$ cat config.mk
export PLATFORM = sky130hd
export DESIGN_NAME = evaluador_juego_flat
export DESIGN_NICKNAME = d
export VERILOG_FILES = /design/src/rtl/gato_pkg.sv /design/src/rtl/evaluador_juego_if.sv /design/src/rtl/comparador_linea.sv /design/src/rtl/evaluador_juego.sv /design/src/flat_wrapper.sv
export SDC_FILE = /design/constraint.sdc
export NUM_CORES = 1
export LEC_CHECK = 0
export ABC_AREA = 1
export CAP_MARGIN = 30
export CORE_MARGIN = 1.5
export CORE_UTILIZATION = 33
export DETAILED_ROUTE_END_ITERATION = 7
export DONT_BUFFER_PORTS = 1
export PLACE_DENSITY = 0.58
export SLEW_MARGIN = 10
export SYNTH_ARGS = -nofsm -noshare
export SYNTH_HDL_FRONTEND = slang
export SYNTH_SLANG_ARGS = --single-unit
$ cat constraint.sdc
create_clock -name clk -period 2.6 [get_ports clk]
set_input_delay 0.52 -clock clk [delete_from_list [all_inputs] [get_ports clk]]
set_output_delay 0.52 -clock clk [all_outputs]
set_load 0.02 [all_outputs]
$ cat src/rtl/gato_pkg.sv
// Shared definitions for the tic-tac-toe board evaluator: cell codes,
// the "no line" marker and the line-to-cell lookup table.
package gato_pkg;

  localparam logic [1:0] CELDA_VACIA = 2'b00;
  localparam logic [1:0] CELDA_X     = 2'b01;
  localparam logic [1:0] CELDA_O     = 2'b10;

  localparam logic [3:0] LINEA_NINGUNA = 4'hF;
  localparam int         NUM_LINEAS    = 8;
  localparam int         NUM_CELDAS    = 9;

  typedef logic [3:0] idx_celda_t;

  // Zero-based cell indices (cell 1 -> 0 ... cell 9 -> 8) for each line.
  localparam idx_celda_t TABLA_LINEAS [NUM_LINEAS][3] = '{
    '{4'd0, 4'd1, 4'd2},
    '{4'd3, 4'd4, 4'd5},
    '{4'd6, 4'd7, 4'd8},
    '{4'd0, 4'd3, 4'd6},
    '{4'd1, 4'd4, 4'd7},
    '{4'd2, 4'd5, 4'd8},
    '{4'd0, 4'd4, 4'd8},
    '{4'd2, 4'd4, 4'd6}
  };

  // A cell counts as occupied only when it holds a real player code.
  function automatic logic celda_jugador(input logic [1:0] celda);
    return (celda == CELDA_X) || (celda == CELDA_O);
  endfunction

endpackage

$ cat src/rtl/evaluador_juego_if.sv
// Board/result bundle between the game register block and the evaluator.
interface evaluador_juego_if;
  logic       start_in;
  logic [1:0] c1_in, c2_in, c3_in, c4_in, c5_in, c6_in, c7_in, c8_in, c9_in;
  logic       busy_out;
  logic       done_out;
  logic [1:0] winner_out;
  logic [3:0] line_out;
  logic       draw_out;

  modport master (
    output start_in, c1_in, c2_in, c3_in, c4_in, c5_in, c6_in, c7_in, c8_in, c9_in,
    input  busy_out, done_out, winner_out, line_out, draw_out
  );

  modport slave (
    input  start_in, c1_in, c2_in, c3_in, c4_in, c5_in, c6_in, c7_in, c8_in, c9_in,
    output busy_out, done_out, winner_out, line_out, draw_out
  );
endinterface

$ cat src/rtl/comparador_linea.sv
// Combinational single-line checker: reports the player owning all three
// cells, or CELDA_VACIA when the line is not a win.
module comparador_linea
  import gato_pkg::*;
(
  input  logic [1:0] celda_a,
  input  logic [1:0] celda_b,
  input  logic [1:0] celda_c,
  output logic [1:0] ganador
);

  // Code 11 is excluded by celda_jugador, so an all-invalid line never wins.
  assign ganador = ((celda_a == celda_b) && (celda_b == celda_c) && celda_jugador(celda_a))
                   ? celda_a : CELDA_VACIA;

endmodule

$ cat src/rtl/evaluador_juego.sv
// Sequential tic-tac-toe evaluator: snapshots the board, scans one line per
// cycle and reports winner/line/draw. Define EVALUADOR_EARLY_EXIT_EN to stop
// the scan at the first winning line; otherwise all 8 lines are always scanned.
module evaluador_juego
  import gato_pkg::*;
(
  input  logic              clk,
  input  logic              reset_in,
  evaluador_juego_if.slave  bus
);

  localparam logic [1:0] EST_IDLE    = 2'd0;
  localparam logic [1:0] EST_CAPTURE = 2'd1;
  localparam logic [1:0] EST_SCAN    = 2'd2;
  localparam logic [1:0] EST_DONE    = 2'd3;

  logic [1:0] estado;
  logic [2:0] indice;
  logic [1:0] tablero [NUM_CELDAS];

  logic       hallado;
  logic [1:0] gan_guardado;
  logic [2:0] lin_guardada;

  logic [1:0] winner_q;
  logic [3:0] line_q;
  logic       draw_q;

  logic [1:0] cel_a, cel_b, cel_c, gan_linea;
  logic       hay_ganador, fin_scan, tablero_lleno;
  logic [1:0] gan_final;
  logic [3:0] lin_final;

  assign cel_a = tablero[TABLA_LINEAS[indice][0]];
  assign cel_b = tablero[TABLA_LINEAS[indice][1]];
  assign cel_c = tablero[TABLA_LINEAS[indice][2]];

  comparador_linea u_comparador (
    .celda_a (cel_a),
    .celda_b (cel_b),
    .celda_c (cel_c),
    .ganador (gan_linea)
  );

  assign hay_ganador = (gan_linea != CELDA_VACIA);

`ifdef EVALUADOR_EARLY_EXIT_EN
  assign fin_scan = hay_ganador || (indice == 3'd7);
`else
  assign fin_scan = (indice == 3'd7);
`endif

  // NOTE: every variable gets a default before the loop so no latch is inferred.
  always_comb begin
    tablero_lleno = 1'b1;
    for (int i = 0; i < NUM_CELDAS; i++)
      tablero_lleno = tablero_lleno & celda_jugador(tablero[i]);
  end

  // An earlier win recorded during the scan always beats the current line.
  always_comb begin
    gan_final = gan_linea;
    lin_final = hay_ganador ? {1'b0, indice} : LINEA_NINGUNA;
    if (hallado) begin
      gan_final = gan_guardado;
      lin_final = {1'b0, lin_guardada};
    end
  end

  // NOTE: the board snapshot is pure datapath, written before it is read, so it carries no reset.
  always_ff @(posedge clk) begin
    if (estado == EST_CAPTURE) begin
      tablero[0] <= bus.c1_in;
      tablero[1] <= bus.c2_in;
      tablero[2] <= bus.c3_in;
      tablero[3] <= bus.c4_in;
      tablero[4] <= bus.c5_in;
      tablero[5] <= bus.c6_in;
      tablero[6] <= bus.c7_in;
      tablero[7] <= bus.c8_in;
      tablero[8] <= bus.c9_in;
    end
  end

  // NOTE: sequential state uses non-blocking assignments so every register samples pre-edge values.
  always_ff @(posedge clk) begin
    if (reset_in) begin
      estado       <= EST_IDLE;
      indice       <= 3'd0;
      hallado      <= 1'b0;
      gan_guardado <= CELDA_VACIA;
      lin_guardada <= 3'd0;
      winner_q     <= CELDA_VACIA;
      line_q       <= LINEA_NINGUNA;
      draw_q       <= 1'b0;
    end else begin
      case (estado)
        EST_IDLE: begin
          if (bus.start_in) estado <= EST_CAPTURE;
        end
        EST_CAPTURE: begin
          indice  <= 3'd0;
          hallado <= 1'b0;
          estado  <= EST_SCAN;
        end
        EST_SCAN: begin
          if (hay_ganador && !hallado) begin
            hallado      <= 1'b1;
            gan_guardado <= gan_linea;
            lin_guardada <= indice;
          end
          if (fin_scan) begin
            estado   <= EST_DONE;
            winner_q <= gan_final;
            line_q   <= lin_final;
            draw_q   <= (gan_final == CELDA_VACIA) && tablero_lleno;
          end else begin
            indice <= indice + 3'd1;
          end
        end
        default: estado <= EST_IDLE;
      endcase
    end
  end

  assign bus.busy_out   = (estado != EST_IDLE);
  assign bus.done_out   = (estado == EST_DONE);
  assign bus.winner_out = winner_q;
  assign bus.line_out   = line_q;
  assign bus.draw_out   = draw_q;

endmodule
$ cat src/flat_wrapper.sv
// flat-port wrapper written by rule: the top's interface ports become plain ports
module evaluador_juego_flat import gato_pkg::*;
  (clk, reset_in, bus_start_in, bus_c1_in, bus_c2_in, bus_c3_in, bus_c4_in, bus_c5_in, bus_c6_in, bus_c7_in, bus_c8_in, bus_c9_in, bus_busy_out, bus_done_out, bus_winner_out, bus_line_out, bus_draw_out);
  evaluador_juego_if bus_i ();
  input  logic clk;
  input  logic reset_in;
  input wire logic [$bits(bus_i.start_in)-1:0] bus_start_in;
  input wire logic [$bits(bus_i.c1_in)-1:0] bus_c1_in;
  input wire logic [$bits(bus_i.c2_in)-1:0] bus_c2_in;
  input wire logic [$bits(bus_i.c3_in)-1:0] bus_c3_in;
  input wire logic [$bits(bus_i.c4_in)-1:0] bus_c4_in;
  input wire logic [$bits(bus_i.c5_in)-1:0] bus_c5_in;
  input wire logic [$bits(bus_i.c6_in)-1:0] bus_c6_in;
  input wire logic [$bits(bus_i.c7_in)-1:0] bus_c7_in;
  input wire logic [$bits(bus_i.c8_in)-1:0] bus_c8_in;
  input wire logic [$bits(bus_i.c9_in)-1:0] bus_c9_in;
  output wire logic [$bits(bus_i.busy_out)-1:0] bus_busy_out;
  output wire logic [$bits(bus_i.done_out)-1:0] bus_done_out;
  output wire logic [$bits(bus_i.winner_out)-1:0] bus_winner_out;
  output wire logic [$bits(bus_i.line_out)-1:0] bus_line_out;
  output wire logic [$bits(bus_i.draw_out)-1:0] bus_draw_out;
  assign bus_i.start_in = bus_start_in;
  assign bus_i.c1_in = bus_c1_in;
  assign bus_i.c2_in = bus_c2_in;
  assign bus_i.c3_in = bus_c3_in;
  assign bus_i.c4_in = bus_c4_in;
  assign bus_i.c5_in = bus_c5_in;
  assign bus_i.c6_in = bus_c6_in;
  assign bus_i.c7_in = bus_c7_in;
  assign bus_i.c8_in = bus_c8_in;
  assign bus_i.c9_in = bus_c9_in;
  assign bus_busy_out = bus_i.busy_out;
  assign bus_done_out = bus_i.done_out;
  assign bus_winner_out = bus_i.winner_out;
  assign bus_line_out = bus_i.line_out;
  assign bus_draw_out = bus_i.draw_out;
  evaluador_juego u_core (.clk(clk), .reset_in(reset_in), .bus(bus_i));
endmodule
Word-level counts from Yosys, hierarchy flattened

Memories as Yosys holds them, arrays and structs flattened.
Cells that the tools add are included.

Add/sub/neg operators: 1
Magnitude comparators: 1
Eq/ne operators: 30
Mux-type cells: 15
Bitwise operators: 9
Reductions and logical operators: 25

Operators with widths:

| operator                                                                | number |
|---|---|
| 2-bit == test, second input constant                                    | 12 |
| 12-bit 2-to-1 mux                                                       | 2 |
| 2-bit by 1-bit == test with 1-bit output, second input constant         | 11 |
| 1-bit logical OR                                                        | 10 |
| 2-bit AND reduction                                                     | 5 |
| 1-bit AND                                                               | 8 |
| 2-bit 2-to-1 mux                                                        | 4 |
| 4-bit 2-to-1 mux                                                        | 2 |
| 2-bit one-hot mux with 3 select lines                                   | 1 |
| 3-bit one-hot mux with 2 select lines                                   | 1 |
| 2-bit nonzero test                                                      | 3 |
| 2-bit == test                                                           | 2 |
| 4-bit greater-or-equal comparator, second input constant                | 1 |
| 1-bit logical AND                                                       | 4 |
| 2-bit zero test                                                         | 2 |
| 2-bit by 1-bit inequality test with 1-bit output, second input constant | 2 |
| 2-bit inequality test, second input constant                            | 2 |
| 3-bit inverter with 4-bit output                                        | 1 |
| 3-bit by 1-bit adder with 3-bit output, second input constant           | 1 |
| 3-bit == test, second input constant                                    | 1 |
| 1-bit 2-to-1 mux                                                        | 3 |
| 3-bit 2-to-1 mux                                                        | 1 |
| 1-bit one-hot mux with 2 select lines                                   | 1 |
| 1-bit zero test                                                         | 1 |

Register bits: 18
Bits in writable memories: 18
Bits in read-only memories: 96
Input bits: 21
Logic and storage cells: 91
Memories kept: 2

Memory list:

| memory           | words | width | read ports | clocked after memory_dff | wr ports | RTL line              | source |
|---|---|---|---|---|---|---|---|
| (name not given) | 8     | 12    | 1          | 0                        | 0        | evaluador_juego.sv:34 | `assign cel_a = tablero[TABLA_LINEAS[indice][0]];` |
| u_core.tablero   | 9     | 2     | 12         | 0                        | 9        | evaluador_juego.sv:19 | `logic [1:0] tablero [NUM_CELDAS];` |

Depth between registers and ports, before layout

An unclocked memory read counts as a cell.

Depth in word-level cells: 13
Depth in mapped cells: 18

By module

Synthesis repeated with hierarchy kept, for this count alone.

Cell total of the unflattened synthesis: 264
Area, all modules: 2,035.7 um^2

By module, submodules not included:

| module           | instances | cells each | area an instance (um^2) |
|---|---|---|---|
| evaluador_juego  | 1         | 252        | 1,988.2 |
| comparador_linea | 1         | 12         | 47.5 |

Least setup slack after synthesis

OpenSTA, ideal clock, no wires.

Path type: register -> register
From: reg u_core.indice[0]
To: reg u_core.lin_guardada[0]
Setup time: 0.113 ns
Arrival: 2.167 ns
Required time: 2.487 ns
Setup slack: 0.320 ns
Stages on the path, launching flop included: 18
Path buffers: 1
Period minus slack after synthesis: 2.280 ns
Cell sequence: dfxtp_1 inv_1 ha_1 buf_4 inv_1 nand2_1 o21ai_1 nand3_1 nand3_1 nand2_1 nand2_1 nor2_2 nand3_1 nand2_2 nand3_4 nand2_1 nand2_1 nor2_1

Longest elaborated chain between the ends: 12
Elaborated cells on any way between the ends: 16
Classes of those cells: eq/ne: 4; mux: 3; bitwise: 1; reduce/logical: 6; memory: 2

RTL lines:

| element                                                      | RTL line                                                            | source |
|---|---|---|
| start, declared                                              | evaluador_juego.sv:18                                               | `logic [2:0] indice;` |
| start signal, assigned                                       | evaluador_juego.sv:118                                              | `indice <= indice + 3'd1;` |
| 3-bit inverter with 4-bit output (implied by the code)       | evaluador_juego.sv:34, evaluador_juego.sv:35, evaluador_juego.sv:36 |  |
| memory read 8 x 12 bit                                       | n/a                                                                 |  |
| 12-bit 2-to-1 mux (implied by the code) (2 in series)        | evaluador_juego.sv:34                                               |  |
| memory read 9 x 2 bit                                        | n/a                                                                 |  |
| 2-bit == test (tied with other cells)                        | comparador_linea.sv:13                                              | `assign ganador = ((celda_a == celda_b) && (celda_b == celda_c) && celda_jugador(celda_a))` |
| 1-bit logical AND / 1-bit logical OR (equally long branches) | comparador_linea.sv:13, gato_pkg.sv:29                              |  |
| 1-bit logical AND                                            | comparador_linea.sv:13                                              |  |
| 2-bit 2-to-1 mux                                             | comparador_linea.sv:14                                              | `? celda_a : CELDA_VACIA;` |
| 2-bit nonzero test                                           | evaluador_juego.sv:45                                               | `assign hay_ganador = (gan_linea != CELDA_VACIA);` |
| 1-bit logical AND                                            | evaluador_juego.sv:107                                              | `if (hay_ganador && !hallado) begin` |
| 2-bit AND reduction (no line)                                | n/a                                                                 |  |
| end signal, assigned                                         | evaluador_juego.sv:110                                              | `lin_guardada <= indice;` |
| end, declared                                                | evaluador_juego.sv:23                                               | `logic [2:0] lin_guardada;` |

Parallel ways exist; a longest one is shown, timed or not. The select of a mux whose other input is x is not followed.
A chain may end at the register's enable or synchronous reset.

Worst setup path after layout

From: reg u_core.indice[0]
To: reg u_core.lin_guardada[2]

Longest elaborated chain between the ends: 12
Elaborated cells on any way between the ends: 16
Classes of those cells: eq/ne: 4; mux: 3; bitwise: 1; reduce/logical: 6; memory: 2

RTL lines:

| element                                                      | RTL line |
|---|---|
| 3-bit inverter with 4-bit output (implied by the code) *     | evaluador_juego.sv:34, evaluador_juego.sv:35, evaluador_juego.sv:36 |
| memory read 8 x 12 bit *                                     | n/a |
| 12-bit 2-to-1 mux (implied by the code) * (2 in series)      | evaluador_juego.sv:34 |
| memory read 9 x 2 bit *                                      | n/a |
| 2-bit == test (tied with other cells)                        | comparador_linea.sv:13 |
| 1-bit logical AND / 1-bit logical OR (equally long branches) | comparador_linea.sv:13, gato_pkg.sv:29 |
| 1-bit logical AND                                            | comparador_linea.sv:13 |
| 2-bit 2-to-1 mux *                                           | comparador_linea.sv:14 |
| 2-bit nonzero test *                                         | evaluador_juego.sv:45 |
| 1-bit logical AND *                                          | evaluador_juego.sv:107 |
| 2-bit AND reduction (no line) *                              | n/a |

Every way passes the cells marked *; elsewhere a longest branch is shown, timed or not. The select of a mux whose other input is x is not followed.

==> flow_summary.ini <==
[floorplan]
fp-row-count = 30
ios = 30
core_area_um2 = 6830
die-area_um2 = 7600
initial_core_util = 0.342
die_h_um = 87.2
die_width_um = 87.2

[detailed_routing]
ant_nets = 0
dr_wl_met3_um = 188
avgRoutedWirePerCell_um = 12.9
drt-initial-drc-count = 74
met1_length_um = 2810
wl_um = 5640
drc_errors = 0
highest_layer = met4
vias = 2095
drt_pre_antenna_iters = 7
wl_met2_um = 2500
routed_via_density = 4.79

[power_and_ir_drop]
netSwitchingFraction = 0.448
power_density_nw_per_um2 = 918
power_frac_seq = 0.340
comb_power_share = 0.484
p_leak_nw = 1.20
switchingPower_mw = 1.08
intPower_mw = 1.33
power.share.clock = 0.175
irDropWorstVdd_v = 0.000412

[worst_setup_path]
worstPathArrival_ns = 2.57
cp-end-kind = flip-flop
cp.required_ns = 2.83
critPathKind = reg -> reg
slowest_delay_ns = 0.41
path_max_fanout = 9
critPathLaunchType = flip-flop
crit_chain = inv_1 > ha_2 > nor2_1 > nor2_2 > nand3_1 > nand3_1 > nand2_1 > nand2_1 > nor2_1 > nand3_1 > nand2_2 > nand3_4 > nand2_1 > nand2_1 > nor2_1
cpMostUsedCell = nand2_1
cp_slowest_cell = dfxtp_1

[placement]
hpwl_um = 4470
placed_area_um2 = 2500
dpl_worst_slack_ns = 0.109
io_buffers = 0
gp_congestion = 0.969

[cts]
cts_tree = built
post_cts_buffers = 0
clk_path_buf_depth = 2
cts_num_sinks = 36
htree_levels = 2
clock_latency_ns = 0.29
cts_made_buffers = 5
cts-root-buf = clkbuf_8
clk_pin_slew_ns = 0.08

[final_layout]
syn_to_final_growth_pct = 12.0
final_cell_mix = nand2_1, nand3_1, inv_1
postLayoutCellArea_um2 = 2620
layout_commonest_cell = nand2_1
finish.net_count = 373
diodes = 0
drive_gt1_frac = 0.117

[timing]
max_clock_freq_ghz = 0.428
fin_tns_setup_ns = 0
hold_viol_final = 0
tightest_slew_ns = 0.350
final_max_slew_viol_count = 0
slew_headroom = 0.764
setup_slack_ns = 0.263
period_share = 0.899
fin_worst_skew_ns = 0.00606
setup_viol = 0
finalCriticalPeriod_ns = 2.34
hold_slack_ns = 0.283

[synthesis]
syn_inst = 328
ys_warn_count = 0
synth_cell_types = 30
synth_fp_nets = 361
ys_seq_area_frac = 0.385
syn_area_um2 = 2340
syn_avg_cell_area_um2 = 7.13
synth_seq_cells = 36

[job]
drv_cap = 0

[worst_hold_path]
hold_class = in -> reg

[grt]
grt_start_max_net_pins = 20
grt_pass1_wl_um = 9440
grt_util_all_layers = 0.162
grt_overflow = 0
grt_pass1_vias = 1980
antenna_found_initial = 0

[run_status]
outcome = finished, final reports clean
kinds of logic (layout without fill, tap and decap cells):
family,after synthesis,count (layout),share of synthesized area
AND/OR/NAND/NOR,196,196,0.377
flip-flops,36,36,0.385
AO/OA/AOI/OAI,34,34,0.0797
XOR/XNOR,4,4,0.0150
buffers and inverters,46,59,0.0792
adder cells (fa/ha/maj),12,12,0.0642
power by group through the flow:
stage / Sequential (mW) / Clock (mW) / Combinational (mW)
CTS: 0.817 / 0.434 / 1.15
floorplan: 0.801 / 0 / 0.880
global route: 0.833 / 0.456 / 1.35
detailed placement: 0.831 / 0 / 1.14
global placement: 0.830 / 0 / 1.14
finish: 0.818 / 0.421 / 1.16
layer usage:
layer | GRT usage | vias to the layer above
met5 | 0 | -
met4 | 0.0722 | 0
met3 | 0.0303 | 11
met2 | 0.255 | 44
met1 | 0.217 | 930
li1 | - | 1110
sequential cells by signal, summed over array words and instances (netlist names):
signal and cells:
u_core.indice 3, u_core.estado 2, u_core.hallado 1, u_core.tablero 18, u_core.lin_guardada 3, u_core.bus.line_out 4, u_core.bus.draw_out 1, u_core.bus.winner_out 2
u_core.gan_guardado 2
per-stage QoR:
step                cells   util  power [mW]
CTS                   437  0.380        2.40
global route          437  0.383        2.63
global placement      429  0.366        1.97
detailed placement    429  0.366        1.97
floorplan             328      -        1.68
finish                437  0.383        2.40
layout make-up:
class	count	area (um^2)
Fill cell	748	4210
Multi-Input combinational cell	246	1270
Sequential cell	36	902
Inverter	41	154
Tap cell	96	120
Clock buffer	6	82.6
Timing Repair Buffer	10	75.1
Clock inverter	2	10.0
synth_stat cells (all sizes together):
cell    number  area, um^2
xor2         3        26.3
a21oi       22         114
o31ai        1        7.51
inv         40         150
nand2      100         398
dfxtp       18         360
o211ai       1        7.51
nand4        4        25.0
a221oi       1        8.76
nor2        23        93.8
o21ai        7        35.0
clkbuf       1        3.75
ha          12         150
o22ai        1        6.26
a211oi       1        7.51
or2          1        6.26
clkinv       1        3.75
xnor2        1        8.76
nand3       66         343
edfxtp      18         541
nand3b       2        15.0
buf          4        27.5
final timing paths:
check	endpoint	start	depth (start not counted)	slack (ns)
setup / recovery	u_core.lin_guardada[2]	u_core.indice[0]	15	0.26
hold / removal	u_core.indice[1]	reset_in	1	0.28
setup reg to reg	u_core.lin_guardada[2]	u_core.indice[0]	15	0.26
hold reg to reg	u_core.gan_guardado[1]	u_core.gan_guardado[1]	2	0.46
timing repair:
action                     4_1_cts  5_1_grt
hold buffers                     0        0
setup endpoints to repair        0       12
resized for setup                0        8
critical path, delay by kind of cell, from the launching register on:
family / cells / cell delay, ns
simple gates: 13 / 1.42
flops: 1 / 0.41
fa+ha+maj: 1 / 0.34
buf+inv: 1 / 0.09
Power figures use the tool's default switching activity.
